===== config.mk =====
export PLATFORM = sky130hd
export DESIGN_NAME = msi_snoop_bus
export DESIGN_NICKNAME = d
export VERILOG_FILES = /design/src/rtl/msi_snoop_bus_pkg.sv /design/src/rtl/msi_snoop_bus_rr_arbiter.sv /design/src/rtl/msi_snoop_bus.sv
export SDC_FILE = /design/constraint.sdc
export NUM_CORES = 1
export LEC_CHECK = 0
export BUFFER_PORTS_ARGS = -buffer_cell sky130_fd_sc_hd__buf_4
export CELL_PAD_IN_SITES_DETAIL_PLACEMENT = 2
export CELL_PAD_IN_SITES_GLOBAL_PLACEMENT = 2
export CORE_ASPECT_RATIO = 0.6
export CORE_MARGIN = 2
export CORE_UTILIZATION = 27
export CTS_CLUSTER_SIZE = 28
export DETAILED_ROUTE_END_ITERATION = 12
export PLACE_DENSITY_LB_ADDON = 0.1
export SLEW_MARGIN = 20
export SYNTH_ARGS = -nofsm -noshare
export SYNTH_HDL_FRONTEND = slang
export SYNTH_SLANG_ARGS = --single-unit

===== constraint.sdc =====
create_clock -name clk -period 2.3 [get_ports clk]
set_input_delay 0 -clock clk [delete_from_list [all_inputs] [get_ports clk]]
set_output_delay 0 -clock clk [all_outputs]
set_load 0.03 [all_outputs]

===== src/rtl/msi_snoop_bus_pkg.sv =====
// Shared MSI bus definitions: bus command codes and bus controller state
// encoding. Imported by the snoop bus and by the per-core cache controllers.
package msi_pkg;

    // Bus command codes carried on req_cmd / snoop_cmd
    localparam logic [1:0] BUS_NONE = 2'b00;
    localparam logic [1:0] BUS_RD   = 2'b01;
    localparam logic [1:0] BUS_RDX  = 2'b10;
    localparam logic [1:0] BUS_UPGR = 2'b11;

    // Bus controller states
    typedef enum logic [2:0] {
        ST_IDLE   = 3'd0,
        ST_SNOOP  = 3'd1,
        ST_MEM_RD = 3'd2,
        ST_FLUSH  = 3'd3,
        ST_RESP   = 3'd4
    } state_t;

endpackage


===== src/rtl/msi_snoop_bus_rr_arbiter.sv =====
// Round-robin arbiter: grants the first requester at or after ptr, wrapping.
// Ports:
//   req   - request vector, one bit per requester
//   ptr   - highest-priority index for this decision
//   grant - one-hot grant (all zero when nothing requests), combinational
module rr_arbiter #(
    parameter  int unsigned N     = 2,
    localparam int unsigned PTR_W = $clog2(N)
) (
    input  logic [N-1:0]     req,
    input  logic [PTR_W-1:0] ptr,
    output logic [N-1:0]     grant
);

    logic             found;
    logic [PTR_W-1:0] idx;

    // Scan N positions starting at ptr; the first requester found wins
    always_comb begin
        grant = '0;
        found = 1'b0;
        idx   = '0;
        for (int unsigned i = 0; i < N; i++) begin
            idx = PTR_W'((32'(ptr) + i) % N);
            if (!found && req[idx]) begin
                grant[idx] = 1'b1;
                found      = 1'b1;
            end
        end
    end

endmodule


===== src/rtl/msi_snoop_bus.sv =====
// MSI shared-bus controller: arbitrates coherence requests round-robin,
// broadcasts each as a snoop, and sources line data from a Modified holder
// (with write-back) or from memory.
// Ports:
//   clk, reset_n                 - clock, async active-low reset
//   req_valid/req_cmd/req_addr   - per-core requests (held until done)
//   grant, done, rsp_data        - per-core ownership, completion, data
//   snoop_valid/cmd/addr/src     - snoop broadcast (decoded from state)
//   snoop_hit_m, snoop_data      - per-core Modified response, same cycle
//   mem_rd/mem_wr/mem_addr/mem_wdata, mem_rdata, ready_mem - memory port
//   coh_err                      - pulse when several cores claim Modified
module msi_snoop_bus
    import msi_pkg::*;
#(
    parameter  int unsigned NUM_CORES = 2,
    parameter  int unsigned ADDR_W    = 16,
    parameter  int unsigned LINE_W    = 16,
    localparam int unsigned PTR_W     = $clog2(NUM_CORES)
) (
    input  logic                          clk,
    input  logic                          reset_n,
    input  logic [NUM_CORES-1:0]          req_valid,
    input  logic [2*NUM_CORES-1:0]        req_cmd,
    input  logic [ADDR_W*NUM_CORES-1:0]   req_addr,
    output logic [NUM_CORES-1:0]          grant,
    output logic [NUM_CORES-1:0]          done,
    output logic [LINE_W-1:0]             rsp_data,
    output logic                          snoop_valid,
    output logic [1:0]                    snoop_cmd,
    output logic [ADDR_W-1:0]             snoop_addr,
    output logic [NUM_CORES-1:0]          snoop_src,
    input  logic [NUM_CORES-1:0]          snoop_hit_m,
    input  logic [LINE_W*NUM_CORES-1:0]   snoop_data,
    output logic                          mem_rd,
    output logic                          mem_wr,
    output logic [ADDR_W-1:0]             mem_addr,
    output logic [LINE_W-1:0]             mem_wdata,
    input  logic [LINE_W-1:0]             mem_rdata,
    input  logic                          ready_mem,
    output logic                          coh_err
);

    state_t                 state;
    logic [PTR_W-1:0]       rr_ptr;
    logic [1:0]             cmd_q;
    logic [ADDR_W-1:0]      addr_q;
    logic [NUM_CORES-1:0]   winner_q;
    logic [LINE_W-1:0]      line_q;

    logic [NUM_CORES-1:0]   eligible;
    logic [NUM_CORES-1:0]   arb_grant;
    logic [PTR_W-1:0]       win_idx;
    logic [PTR_W-1:0]       next_ptr;
    logic [1:0]             sel_cmd;
    logic [ADDR_W-1:0]      sel_addr;
    logic [NUM_CORES-1:0]   hit;
    logic                   hit_found;
    logic [LINE_W-1:0]      hit_data;
    logic                   multi_hit;

    // A core competes only with a real command
    always_comb begin
        eligible = '0;
        for (int unsigned i = 0; i < NUM_CORES; i++) begin
            eligible[i] = req_valid[i] & (req_cmd[2*i +: 2] != BUS_NONE);
        end
    end

    rr_arbiter #(.N(NUM_CORES)) u_arb (
        .req   (eligible),
        .ptr   (rr_ptr),
        .grant (arb_grant)
    );

    // Winner index plus its command/address, selected by the one-hot grant
    always_comb begin
        win_idx  = '0;
        sel_cmd  = '0;
        sel_addr = '0;
        for (int unsigned i = 0; i < NUM_CORES; i++) begin
            if (arb_grant[i]) begin
                win_idx  = PTR_W'(i);
                sel_cmd  = req_cmd[2*i +: 2];
                sel_addr = req_addr[ADDR_W*i +: ADDR_W];
            end
        end
    end

    assign next_ptr = (win_idx == PTR_W'(NUM_CORES - 1)) ? '0 : win_idx + PTR_W'(1);

    // The requester's own hit is never a hit; lowest-index holder supplies data
    assign hit = snoop_hit_m & ~winner_q;

    always_comb begin
        hit_found = 1'b0;
        hit_data  = '0;
        for (int unsigned i = 0; i < NUM_CORES; i++) begin
            if (hit[i] && !hit_found) begin
                hit_found = 1'b1;
                hit_data  = snoop_data[LINE_W*i +: LINE_W];
            end
        end
    end

    assign multi_hit = ($countones(hit) > 1);

    // Snoop and memory strobes decode directly from state and latched values
    assign snoop_valid = (state == ST_SNOOP);
    assign snoop_cmd   = snoop_valid ? cmd_q    : '0;
    assign snoop_addr  = snoop_valid ? addr_q   : '0;
    assign snoop_src   = snoop_valid ? winner_q : '0;
    assign mem_rd      = (state == ST_MEM_RD);
    assign mem_wr      = (state == ST_FLUSH);
    assign mem_addr    = (mem_rd || mem_wr) ? addr_q : '0;
    assign mem_wdata   = mem_wr ? line_q : '0;

    // Bus FSM with registered grant/done/rsp_data/coh_err
    always_ff @(posedge clk or negedge reset_n) begin
        if (!reset_n) begin
            state    <= ST_IDLE;
            rr_ptr   <= '0;
            cmd_q    <= '0;
            addr_q   <= '0;
            winner_q <= '0;
            line_q   <= '0;
            grant    <= '0;
            done     <= '0;
            rsp_data <= '0;
            coh_err  <= 1'b0;
        end else begin
            done    <= '0;
            coh_err <= 1'b0;
            case (state)
                ST_IDLE: begin
                    if (|eligible) begin
                        cmd_q    <= sel_cmd;
                        addr_q   <= sel_addr;
                        winner_q <= arb_grant;
                        grant    <= arb_grant;
                        rr_ptr   <= next_ptr;
                        state    <= ST_SNOOP;
                    end
                end
                ST_SNOOP: begin
                    if (cmd_q == BUS_UPGR) begin
                        // Upgrade needs no data; other sharers invalidate on the snoop
                        line_q   <= '0;
                        rsp_data <= '0;
                        done     <= winner_q;
                        state    <= ST_RESP;
                    end else if (hit_found) begin
                        line_q  <= hit_data;
                        coh_err <= multi_hit;
                        state   <= ST_FLUSH;
                    end else begin
                        state <= ST_MEM_RD;
                    end
                end
                ST_MEM_RD: begin
                    if (ready_mem) begin
                        line_q   <= mem_rdata;
                        rsp_data <= mem_rdata;
                        done     <= winner_q;
                        state    <= ST_RESP;
                    end
                end
                ST_FLUSH: begin
                    // Flushed line is written back and forwarded to the requester
                    if (ready_mem) begin
                        rsp_data <= line_q;
                        done     <= winner_q;
                        state    <= ST_RESP;
                    end
                end
                ST_RESP: begin
                    grant    <= '0;
                    rsp_data <= '0;
                    state    <= ST_IDLE;
                end
                default: begin
                    state <= ST_IDLE;
                end
            endcase
        end
    end

endmodule

# Word level (Yosys, flattened, before mapping)
# Index checks and enable logic that the tools add are counted.
# word_totals
ff_bits	61
elab_cells	100
in_bits	91
# op_classes
reduce_logical	20
n_bitwise	5
eq_ne	11
mux	46
order_cmp	5
n_addsub	3
# ops
op	n
$mux 16	12
$pmux 16 s4	1
$pmux 16 s2	1
$mux 2	9
$mux 1	15
$mux 3	3
$pmux 3 s3	1
$ne 2x1->1 const B	4
$pmux 2 s2	2
$reduce_bool 2->1	4
$eq 3x2->1 const B	2
$reduce_and 2->1	3
$logic_and 1x1->1	4
$lt 1x2->1 const B	2
$reduce_and 4->1	1
$reduce_bool 4->1	1
$reduce_or 2->1	2
$eq 3x1->1 const B	1
$eq 3x3->1 const B	1
$logic_not 3->1	1
$ne 3x1->1 const B	1
$reduce_and 3->1	1
$add 1x1->1 const B	2
$add 1x1->2	1
11 further kinds	15

# Logic depth before layout (Yosys ltp)
# depth
ltp_word	11
ltp_mapped	7
mapped_depth_nobuf	5

# By module
# From an unflattened synthesis, not the netlist that was laid out.
# hier_totals
cells_unflattened	386
area_unflattened_um2	3619.7
# modules_own_cells
module	seq_area_each_um2	area_each_um2	instances	cells_per_inst
msi_snoop_bus	1526.5	3601.0	1	383
rr_arbiter	0.0	18.8	1	3

# Worst setup path before layout
# OpenSTA, ideal clock, no wires.
# synth_timing
path_kind	reg-to-reg
start	register state[2]
end	register line_q[10]
t_arrival_ns	1.686
stages_incl_launch_ff	7
n_path_buf	2
path_slack_ns	0.535
setup_time_ns	0.079
period_less_slack_ns	1.765
cell_sequence	dfrtp_1 buf_6 nor3b_4 nand2_2 o31ai_4 buf_8 mux2i_1
# synth_via
elab_chain_len	3
word_cells_on_any_way	7
cone_classes	eq/ne: 4; mux: 1; reduce/logical: 2
# synth_rtl
item	line_no	text
start: declaration	msi_snoop_bus.sv:43	state_t state;
start signal: assignment	msi_snoop_bus.sv:120	state <= ST_IDLE;
start signal: assignment	msi_snoop_bus.sv:141	state <= ST_SNOOP;
start signal: assignment	msi_snoop_bus.sv:150	state <= ST_RESP;
$eq 3x1->1 / $eq 3x2->1 (equally long branches)	msi_snoop_bus.sv:133	case (state)
$ne 3x1->1 (no line), or another cell as far along	n/a	
$reduce_and 3->1 (no line)	n/a	
end signal: assignment	msi_snoop_bus.sv:152	line_q <= hit_data;
end signal: assignment	msi_snoop_bus.sv:161	line_q <= mem_rdata;
end: declaration	msi_snoop_bus.sv:48	logic [LINE_W-1:0] line_q;
# Parallel ways exist; a longest one is shown, timed or not.
# A chain may end at the register's enable or synchronous reset.

# Final worst setup path
# layout_timing
start	register state[0]
end	output mem_rd
# layout_via
elab_chain_len	1
# layout_rtl
item	line_no	text
$eq 3x2->1	msi_snoop_bus.sv:112	assign mem_rd = (state == ST_MEM_RD);
end: declaration	msi_snoop_bus.sv:34	output logic mem_rd,
# No other way between the ends.

==> impl_results.md <==
- Cell Pwr Density: 1310 nW/um^2
- Clock Sinks: 61
- Yosys cell types: 36
- Layout cells sized above 1: between 40% and 50%
- Number of hold violations in the final report: 0
- Combinational fraction of design power: between 50% and 60%
- Count of vias placed by the detailed router: about 3600
- Critical setup path kind: reg -> out
- Count of buffers added by post-CTS timing repair for setup: 0
- Effective utilization at floorplan: 27.6%
- Post-route core utilization: around 44%
- Relative contribution of the clock network to total power: 18.2%
- Cell taking the most area after synthesis: sky130_fd_sc_hd__dfrtp_1
- Commonest cells in the netlist: sky130_fd_sc_hd__dfrtp_1, sky130_fd_sc_hd__and2_1, sky130_fd_sc_hd__inv_1, sky130_fd_sc_hd__and3_1, sky130_fd_sc_hd__mux2i_1
- Pin count of the biggest net entering global routing: 62
- Number of enable-type register cells in the synthesized netlist: 0
- Maximum fanout along the worst path: 17
- Floorplan die width: 152 microns
- Number of design-rule violations left by the first detailed-router iteration: just over 200
- Hold wc startpoint: mem_rdata[13]
- Later-pin clock latency in the skew report: 0.33 ns
- Post-placement cell area: 4990 sq um
- Mean routed wirelength per cell: 20.4 microns
- Wire length of the first global-routing pass: about 24 mm
- Cell row count: 32
- Synth Area per Inst: approximately 10 sq um
- Dominant combinational cell family by area after synthesis: simple AND/OR/NAND/NOR gates
- Critical path data arrival time: 2.13 ns
- Fraction of the mapped netlist area in simple logic gates: approximately 18%
- PnR Total Power: around 7.4 mW
- Net count, final: ~650
- Post-route standard cell area excluding fillers: ~5700 sq um
- Sequential group share of total power: between 20 and 30%
- Area overhead of the layout relative to synthesis: 60.1%
- Setup violation total in the final timing report: 0
- Peak per-stage delay on the critical path: ~0.60 ns
- Fraction of synthesized area in multiplexers: between 10% and 20%
- Number of buffers created by CTS: 9
- Most used DFF post-synth: sky130_fd_sc_hd__dfrtp_1
- Core area: around 13000 sq um
- I/O pin cnt: between 150 and 200
- Crit path launch: state[0]
- Maximum clock path buffer count: 2
- Compound-Gate Fraction of Synth Area: between 15 and 20%
- Most used standard cell by instance count after synthesis: sky130_fd_sc_hd__dfrtp_1
- Top cells by area in the synthesized netlist: sky130_fd_sc_hd__dfrtp_1, sky130_fd_sc_hd__mux2i_1, sky130_fd_sc_hd__and2_1, sky130_fd_sc_hd__and3_1, sky130_fd_sc_hd__a222oi_1
- Sequential-to-total area share from yosys stat: 43.1%
- Adder-cell share of the synthesized area: 0%
- Launch point of the worst reg-to-reg path: state[0]
- Headroom to the max-slew limit: between 40 and 50%
- Worst R2R Setup Slack: 0.18 ns
- H-tree Lvls: 3
- Sum of net half-perimeters after detailed placement: about 11 mm
- Switching share of total power: 44.3%
- Total grt overflow: 0
- Flops & latches, synth: between 60 and 70
- Synthesized netlist net count: 444
- Max-cap check violation count: 0
- Fin crit share: about 92%
- All-Layer GR Usage: a little over a fifth
- Fraction of registers with async set/reset: 100%
- Cell-internal power: 4.12 mW
- Clock Skew: between 0.007 and 0.008 ns
- Final Max Tran Viols: 0
- Timing-limited maximum frequency: between 0.4 and 0.5 GHz
- Pre-Repair DR Iteration Count: 5
- Sequence of cells on the critical path: buf_4 > or3b_2 > clkinv_2 > buf_4
- DIE HEIGHT: between 90 and 100 microns
- Count of input and output buffers: about 170
- Die area: 14100 sq um
- Unrepaired setup endpoints after global routing: no
- Worst hold path class: in -> reg
- Parity-gate share of the synthesized area counting xor and xnor cells: 0%
- Number of standard cells after synthesis: between 300 and 400
- Critical path capture point type: primary output
- Clock Root Buffer: sky130_fd_sc_hd__clkbuf_16
- Number of warning messages in the yosys log: 0
- Status: completed
- Transition at the pin with the smallest max-transition slack: about 0.86 ns
- Final WL: 14.9 mm
- Leakage power figure: 3.15 nW
- Clock transition at path regs: 0.06 ns
- Switching power: 3.28 mW
- Global placer's final weighted congestion: about 0.78
- Top cell type's share of synthesized area: a little over two fifths
- Highest-delay cell along the critical path: sky130_fd_sc_hd__or3b_2
- CTS tree: built
- Clock period minus worst slack: between 2 and 2.5 ns
- Ratio of routed vias to standard cells: around 5
- Required time of the worst setup path: ~2.3 ns
- Number of global-route vias before repair: 4011
- Remaining routing DRC violations: 0
- Maximum vdd ir drop: between 400 and 500 uV
- Post-Synthesis Cell Area: roughly 3500 sq um
- Crit-path most repeated cell: sky130_fd_sc_hd__buf_4
- Worst setup SP type: register
- Antenna Nets Post-Route: 0
- Initial antenna violation count: 1
## cells in the final DEF (no fill, tap or decap), types with 3 or more instances in the layout
| cell | n |
|---|---|
| sky130_fd_sc_hd__and3_1 | 32 |
| sky130_fd_sc_hd__dfrtp_1 | 60 |
| sky130_fd_sc_hd__nor2b_2 | 3 |
| sky130_fd_sc_hd__clkinv_2 | 5 |
| sky130_fd_sc_hd__a21o_1 | 21 |
| sky130_fd_sc_hd__inv_1 | 35 |
| sky130_fd_sc_hd__a21oi_1 | 4 |
| sky130_fd_sc_hd__buf_4 | 182 |
| sky130_fd_sc_hd__nand2b_1 | 3 |
| sky130_fd_sc_hd__o21ai_0 | 4 |
| sky130_fd_sc_hd__and2_1 | 39 |
| sky130_fd_sc_hd__a222oi_1 | 18 |
| sky130_fd_sc_hd__dlygate4sd3_1 | 38 |
| sky130_fd_sc_hd__mux2i_1 | 32 |
| sky130_fd_sc_hd__mux2_2 | 16 |
| sky130_fd_sc_hd__o221ai_1 | 16 |
| sky130_fd_sc_hd__nor2_1 | 18 |
| sky130_fd_sc_hd__clkbuf_16 | 9 |
| sky130_fd_sc_hd__nand2_1 | 5 |
## worst paths after layout
kind,endpoint,cells past startpoint
hold / removal,line_q[13],3
min in group asynchronous,addr_q[10],2
setup / recovery,mem_rd,4
max in group asynchronous,state[0],2
hold reg to reg,grant[1],1
setup reg to reg,line_q[10],6
## layout make-up
class                           instances  area [sq um]
Antenna cell                            1          2.50
Clock buffer                           11           243
Clock inverter                          5          50.0
Fill cell                            1392          7140
Inverter                               36           136
Multi-Input combinational cell        226          1740
Sequential cell                        61          1530
Tap cell                              170           213
Timing Repair Buffer                  221          1760
## metal layers
layer | routed length, microns | share of wire, % | global-route usage, %
met1 | 7260 | 49 | 30.7
met2 | 6880 | 46 | 33.7
met3 | 613 | 4.1 | 4.77
met4 | 144 | 0.97 | 4.36
met5 | 0 | 0 | 0
## power by group through the flow
stage               clock [mW]  combinational (mW)  sequential (mW)
floorplan                    0                2.44             2.06
global placement             0                3.96             1.89
detailed placement           0                4.12             1.92
CTS                       1.39                4.20             1.90
global route              1.43                4.50             1.99
finish                    1.34                4.16             1.90
## cell families (layout without fill, tap and decap cells)
kind of cell,count (synthesis),in the layout
and+or+nand+nor,108,108
AOI/OAI and AO/OA,70,70
buffers and inverters,66,273
muxes,48,48
DFF,61,61
other,0,1
## state kept, by name, indices dropped and copies added (netlist names)
register,cells
addr_q,16
state,3
done,2
line_q,16
rr_ptr,1
coh_err,1
rsp_data,16
winner_q,2
cmd_q,2
grant,2
## critical path: cells and delay by family (launching register included)
| family | cells | cell delay, ns |
|---|---|---|
| buffers and inverters | 3 | 0.74 |
| and+or+nand+nor | 1 | 0.60 |
| DFF | 1 | 0.46 |
## through the flow
stage               hold slack (ns)  worst slack (ns)  std cells  setup TNS, ns
floorplan                    -0.296             0.535        353              0
detailed placement            0.167           -0.0335        676        -0.0402
global placement              0.158             0.135        675              0
CTS                          0.0465             0.156        730              0
global route                 0.0662            0.0789        731              0
finish                       0.0480             0.173        731              0
## repair_timing
| action | in CTS | in global routing |
|---|---|---|
| endpoints found under the hold margin | 80 | 0 |
| setup endpoints to repair | 11 | 0 |
| hold buffers | 38 | 0 |
| gates resized for setup | 1 | 0 |
Power figures use the tool's default switching activity.
